File: src/rtl/hazard_pkg.sv
// Shared types for the hazard controller: shadow writeback tag layout, the
// regfile forwarding code and the stall-priority encoding.
package hazard_pkg;

  // Tag fields are sized for the largest supported configuration
  // (REG_AW up to 8, NUM_FWD up to 6); narrower addresses are zero-extended.
  localparam int TAG_RD_W  = 8;
  localparam int TAG_RDY_W = 3;

  localparam int FWD_REGFILE = 0;

  typedef logic [2:0] stall_pri_t;
  localparam stall_pri_t PRI_NONE   = 3'd0;
  localparam stall_pri_t PRI_DMISS  = 3'd1;
  localparam stall_pri_t PRI_RAW    = 3'd2;
  localparam stall_pri_t PRI_IMISS  = 3'd3;
  localparam stall_pri_t PRI_BRANCH = 3'd4;

  typedef struct packed {
    logic                 valid;
    logic [TAG_RD_W-1:0]  rd;
    logic [TAG_RDY_W-1:0] rdy_at;
  } tag_t;

  function automatic stall_pri_t pick_pri(input logic dmiss, input logic raw,
                                          input logic imiss, input logic br);
    if (dmiss)      return PRI_DMISS;
    else if (raw)   return PRI_RAW;
    else if (imiss) return PRI_IMISS;
    else if (br)    return PRI_BRANCH;
    else            return PRI_NONE;
  endfunction

endpackage

File: src/rtl/hazard_match.sv
// Priority search of the shadow tag array for one ID operand: youngest
// (lowest stage) valid, non-zero match wins and reports its forwardability.
module hazard_match
  import hazard_pkg::*;
#(
  parameter int NUM_FWD = 3,
  parameter int SEL_W   = 2
) (
  input  tag_t                tags [1:NUM_FWD],
  input  logic [TAG_RD_W-1:0] operand,
  output logic                hit,
  output logic [SEL_W-1:0]    sel,
  output logic                ready
);

  logic [NUM_FWD:1] match;

  for (genvar gi = 1; gi <= NUM_FWD; gi++) begin : g_cmp
    assign match[gi] = tags[gi].valid && (tags[gi].rd != '0) && (tags[gi].rd == operand);
  end

  // Scan oldest to youngest so the youngest match overwrites the result last.
  always_comb begin
    hit   = 1'b0;
    sel   = SEL_W'(FWD_REGFILE);
    ready = 1'b0;
    for (int k = NUM_FWD; k >= 1; k--) begin
      if (match[k]) begin
        hit   = 1'b1;
        sel   = SEL_W'(k);
        ready = (k >= int'(tags[k].rdy_at));
      end
    end
  end

endmodule

File: src/rtl/pipeline_hazard_ctrl.sv
// Hazard controller: shadow writeback tags, operand forwarding selects, RAW
// stall detection and stall/bubble/flush merging. HAZARD_PERF_CNT_EN adds counters.
module pipeline_hazard_ctrl
  import hazard_pkg::*;
#(
  parameter int  NUM_FWD  = 3,
  parameter int  REG_AW   = 5,
  parameter int  LOAD_LAT = 1,
  parameter int  CNT_W    = 32,
  localparam int SEL_W    = $clog2(NUM_FWD + 1)
) (
  input  logic              clk,
  input  logic              rst,
  input  logic [REG_AW-1:0] id_rs,
  input  logic [REG_AW-1:0] id_rt,
  input  logic              id_use_rt,
  input  logic              id_regwrite,
  input  logic [REG_AW-1:0] id_rd,
  input  logic              id_is_load,
  input  logic              id_br_taken,
  input  logic              icache_stall,
  input  logic              dcache_stall,
  output logic [SEL_W-1:0]  fwd_sel_x,
  output logic [SEL_W-1:0]  fwd_sel_y,
  output logic              stall_if,
  output logic              stall_id,
  output logic              bubble_id,
  output logic              flush_if,
  output logic              stall_back
`ifdef HAZARD_PERF_CNT_EN
  ,
  output logic [CNT_W-1:0]  cnt_raw,
  output logic [CNT_W-1:0]  cnt_dmiss,
  output logic [CNT_W-1:0]  cnt_imiss
`endif
);

  if (NUM_FWD < 2 || NUM_FWD > 6 || LOAD_LAT < 0 || LOAD_LAT >= NUM_FWD ||
      REG_AW > TAG_RD_W || CNT_W < 1) begin : g_bad_params
    $error("pipeline_hazard_ctrl: unsupported parameter set");
  end

  tag_t             tag_reg [1:NUM_FWD];
  tag_t             head_next;
  logic             hit_x, hit_y, ready_x, ready_y, raw_stall;
  logic [SEL_W-1:0] sel_x, sel_y;
  stall_pri_t       pri;

  hazard_match #(.NUM_FWD(NUM_FWD), .SEL_W(SEL_W)) u_match_x (
    .tags    (tag_reg),
    .operand (TAG_RD_W'(id_rs)),
    .hit     (hit_x),
    .sel     (sel_x),
    .ready   (ready_x)
  );

  hazard_match #(.NUM_FWD(NUM_FWD), .SEL_W(SEL_W)) u_match_y (
    .tags    (tag_reg),
    .operand (TAG_RD_W'(id_rt)),
    .hit     (hit_y),
    .sel     (sel_y),
    .ready   (ready_y)
  );

  // Everything is forced quiet while rst is high, even before tags are cleared.
  always_comb begin
    raw_stall  = (hit_x && !ready_x) || (id_use_rt && hit_y && !ready_y);
    pri        = pick_pri(dcache_stall, raw_stall, icache_stall, id_br_taken);
    stall_if   = 1'b0;
    stall_id   = 1'b0;
    bubble_id  = 1'b0;
    flush_if   = 1'b0;
    stall_back = 1'b0;
    if (!rst) begin
      case (pri)
        PRI_DMISS: begin
          stall_if   = 1'b1;
          stall_id   = 1'b1;
          stall_back = 1'b1;
        end
        PRI_RAW, PRI_IMISS: begin
          stall_if  = 1'b1;
          stall_id  = 1'b1;
          bubble_id = 1'b1;
        end
        PRI_BRANCH: flush_if = 1'b1;
        default: ;
      endcase
    end
    fwd_sel_x = rst ? SEL_W'(FWD_REGFILE) : sel_x;
    fwd_sel_y = (rst || !id_use_rt) ? SEL_W'(FWD_REGFILE) : sel_y;
  end

  always_comb begin
    head_next = '0;
    if (!bubble_id) begin
      head_next.valid  = id_regwrite;
      head_next.rd     = TAG_RD_W'(id_rd);
      head_next.rdy_at = id_is_load ? TAG_RDY_W'(1 + LOAD_LAT) : TAG_RDY_W'(1);
    end
  end

  // The last stage simply falls off the end: its value is in the regfile by then.
  always_ff @(posedge clk) begin
    if (rst) begin
      for (int k = 1; k <= NUM_FWD; k++) tag_reg[k] <= '0;
    end else if (!stall_back) begin
      tag_reg[1] <= head_next;
      for (int k = 2; k <= NUM_FWD; k++) tag_reg[k] <= tag_reg[k-1];
    end
  end

`ifdef HAZARD_PERF_CNT_EN
  logic [CNT_W-1:0] cnt_raw_reg, cnt_dmiss_reg, cnt_imiss_reg;

  always_ff @(posedge clk) begin
    if (rst) begin
      cnt_raw_reg   <= '0;
      cnt_dmiss_reg <= '0;
      cnt_imiss_reg <= '0;
    end else begin
      if (pri == PRI_RAW && cnt_raw_reg != '1)     cnt_raw_reg   <= cnt_raw_reg + CNT_W'(1);
      if (pri == PRI_DMISS && cnt_dmiss_reg != '1) cnt_dmiss_reg <= cnt_dmiss_reg + CNT_W'(1);
      if (pri == PRI_IMISS && cnt_imiss_reg != '1) cnt_imiss_reg <= cnt_imiss_reg + CNT_W'(1);
    end
  end

  assign cnt_raw   = cnt_raw_reg;
  assign cnt_dmiss = cnt_dmiss_reg;
  assign cnt_imiss = cnt_imiss_reg;
`endif

endmodule
File: config.mk
export PLATFORM = sky130hd
export DESIGN_NAME = pipeline_hazard_ctrl
export DESIGN_NICKNAME = d
export VERILOG_FILES = /design/src/rtl/hazard_pkg.sv /design/src/rtl/hazard_match.sv /design/src/rtl/pipeline_hazard_ctrl.sv
export SDC_FILE = /design/constraint.sdc
export NUM_CORES = 1
export LEC_CHECK = 0
export ABC_AREA = 1
export BUFFER_PORTS_ARGS = -buffer_cell sky130_fd_sc_hd__buf_2
export CAP_MARGIN = 20
export CORE_MARGIN = 4
export CORE_UTILIZATION = 45
export CTS_BUF_LIST = sky130_fd_sc_hd__clkbuf_4 sky130_fd_sc_hd__clkbuf_8 sky130_fd_sc_hd__clkbuf_16
export DETAILED_ROUTE_END_ITERATION = 6
export PLACE_DENSITY = 0.73
export SYNTH_ARGS = -nofsm -noshare
export SYNTH_HDL_FRONTEND = slang
export SYNTH_SLANG_ARGS = --single-unit
export TNS_END_PERCENT = 5
File: constraint.sdc
create_clock -name clk -period 1.8 [get_ports clk]
set_input_delay 0.09 -clock clk [delete_from_list [all_inputs] [get_ports clk]]
set_output_delay 0.09 -clock clk [all_outputs]
set_load 0.03 [all_outputs]
==> metrics.md <==
| Metric | Value |
|---|---|
| Die Area | `0.00399 sq mm` |
| Crit-path max FO | `4` |
| Ys flop type | `dfxtp_1` |
| Worst slew pin tran | `476 ps` |
| Synth-to-Final Area Change | `33.4%` |
| GP Congestion | `0.910` |
| Core area | `0.00283 sq mm` |
| CTS sink count | `22` |
| Hold path startpoint | `id_rd[3]` |
| Synthesized flop and latch total | `22` |
| Global-route usage over all layers | `0.191` |
| Synth warn | `0` |
| Clk_lat worst skew | `320 ps` |
| CP Cell Sequence | `xor2_1 -> nor2_1 -> nand2_1 -> nor2_2 -> nand3_1 -> nand2_2 -> nand2_4 -> a21oi_2 -> buf_6` |
| IO Port Bufs | `31` |
| Most frequent cells after synthesis | `nand2_1, inv_1, dfxtp_1` |
| Final hold vios | `0` |
| CTS tree | `yes` |
| Share of cells above drive strength 1 | `0.381` |
| Relative slew slack | `0.682` |
| Worst Path Arrival | `1820 ps` |
| Post-synthesis sequential area ratio | `0.321` |
| Failing checks | `negative setup slack` |
| Synth top area share | `0.321` |
| Largest register FFs | `22` |
| Synth area leaders | `dfxtp_1, nand2_1, inv_1` |
| Remaining antenna violation count | `0` |
| Initial drt markers | `61` |
| Mapped cell area | `0.00137 sq mm` |
| Worst path bufs/invs | `1` |
| Setup violators final | `6` |
| DRT Wirelength | `3790 microns` |
| First-pass GRT wire length | `6160 microns` |
| Period utilization | `1.06` |
| Power density cells | `548 mW/mm^2` |
| Top cell family by delay on the critical path | `simple AND/OR/NAND/NOR gates` |
| Critical path startpoint | `tag_reg[17]` |
| Status | `finished, violations left` |
| Post-Syn Area per Cell | `6.56 sq um` |
| GRT Residual Overflow | `0` |
| Fin worst setup slack | `-114 ps` |
| Count leader, synth | `nand2_1` |
| Overall Power | `1.00 mW` |
| Crit-path max cell delay | `380 ps` |
| Initial antenna violation count | `0` |
| Max Slew Vio Count | `0` |
| Max frequency | `522 MHz` |
| Crit path time final | `1910 ps` |
| Setup repair after global routing missed its margin | `true` |
| Crit. End Element | `primary output` |
| DRT Pass-1 Iters | `4` |
| Pleak | `0.889 nW` |
| Die H | `63.2 microns` |
| Antenna Diode Count | `0` |
| Post-synth EDFFs | `0` |
| DP HPWL | `2770 microns` |
| Largest net degree at the start of global routing | `14` |
| Startpoint types | `flop` |
| Cell taking the most area after synthesis | `dfxtp_1` |
| Syn nets | `232` |
| H-tree depth | `1` |
| Vias in the first global route | `1,327` |
| Final Cell Area | `0.00183 sq mm` |
| Max Cap Viol | `0` |
| Clock buffer depth | `2` |
| Final core occ | `0.646` |
| RR Startpoint | `tag_reg[17]` |
| Vias per std cell | `5.14` |
| Num CTS Buffers | `3` |
| Library cells used by synthesis | `24` |
| Clock root cell | `clkbuf_4` |
| Wire per inst | `13.4 microns` |
| Post-synthesis cell count | `209` |
| DRC errors left | `0` |
| Placed cell areas | `0.00157 sq mm` |
| DP Worst Slack | `123 ps` |
| Ports | `32` |
| Req. time, crit path | `1710 ps` |
| Final #Nets | `276` |
| Max Clock Skew | `4.74 ps` |
| Worst hold-check path type | `in -> reg` |
| Via count | `1,454` |
| Async S/R FF share, synth | `0` |
| Clock slew at reported path FFs | `130 ps` |
| Rows | `19` |
| Initial core utilization | `0.484` |
| Die X | `63.2 microns` |
| Slowest cell on crit path | `dfxtp_4` |
| CP Class | `reg -> out` |
| VDD IR max | `417 uV` |
## area by class of cell
| cell class | instances | area (sq um) |
|---|---|---|
| Inverter | 35 | 134 |
| Fill cell | 260 | 1000 |
| Clock buffer | 4 | 36.3 |
| Timing Repair Buffer | 44 | 289 |
| Multi-Input combinational cell | 147 | 855 |
| Sequential cell | 22 | 475 |
| Tap cell | 31 | 38.8 |
## worst reg2reg max path, cell delays in order (launching register included)
cell and delay (ps):
dfxtp_4 380, xor2_1 170, nor2_1 130, nand2_1 100
nor2_2 130, nand3_1 90, nand2_2 90, nand2_4 60
buf_4 140, buf_4 150, nand4_1 80, nand2_1 60
## routing by layer
| metal | up-vias | GRT usage | wire length [microns] | share of wire |
|---|---|---|---|---|
| li1 | 750 | - | - | - |
| met2 | 42 | 0.307 | 1840 | 0.48 |
| met1 | 657 | 0.258 | 1740 | 0.46 |
| met5 | - | 0 | 0 | 0 |
| met3 | 5 | 0.0302 | 167 | 0.044 |
| met4 | 0 | 0.0674 | 49 | 0.013 |
## repair_timing
| action | in CTS | in global routing |
|---|---|---|
| hold buffers | 3 | 0 |
| endpoints found under the setup margin | 8 | 8 |
| pin swaps | 11 | 21 |
| setup buffers | 3 | 3 |
| gates resized for setup | 29 | 28 |
| endpoints found under the hold margin | 3 | 0 |
## power breakdown
group / leakage, nW / internal [mW] / total, mW / switching [mW]
combinational: 0.681 / 0.0885 / 0.212 / 0.124
sequential: 0.187 / 0.492 / 0.506 / 0.0132
clock: 0.0210 / 0.124 / 0.285 / 0.161
## worst paths after layout
path | slack, ps | cells past startpoint | end
worst max-delay path | -110 | 9 | bubble_id
worst min-delay path | 20 | 3 | tag_reg[30]
worst max register to register | 120 | 11 | tag_reg[29]
worst min register to register | 480 | 2 | tag_reg[24]
## cell families (layout without fill, tap and decap cells)
logic type	after synthesis	count (layout)	share of synthesized area
simple gates	105	105	0.346
buf+inv	40	83	0.112
compound gates	23	23	0.0986
flops	22	22	0.321
xor+xnor	19	19	0.121
## per-stage QoR
step | cells | setup TNS, ps | hold WS (ps)
2_1_floorplan | 209 | 0 | 244
6_report | 283 | -465 | 15.3
3_5_place_dp | 270 | 0 | 337
3_3_place_gp | 270 | 0 | 336
4_1_cts | 280 | -341 | 4.15
5_1_grt | 283 | -1390 | 10.2
## cells in the final DEF (no fill, tap or decap), types with 8 or more instances in the layout
cell type  Yosys  routed
xor2_1         8       8
dfxtp_1       22       8
xnor2_1       11       9
inv_2          7       8
buf_4          1      14
nand2_1       66      60
o22ai_1       10      10
buf_2          0      24
nand4_1       11      11
inv_1         28      26
(Power assumes the default switching activity.)
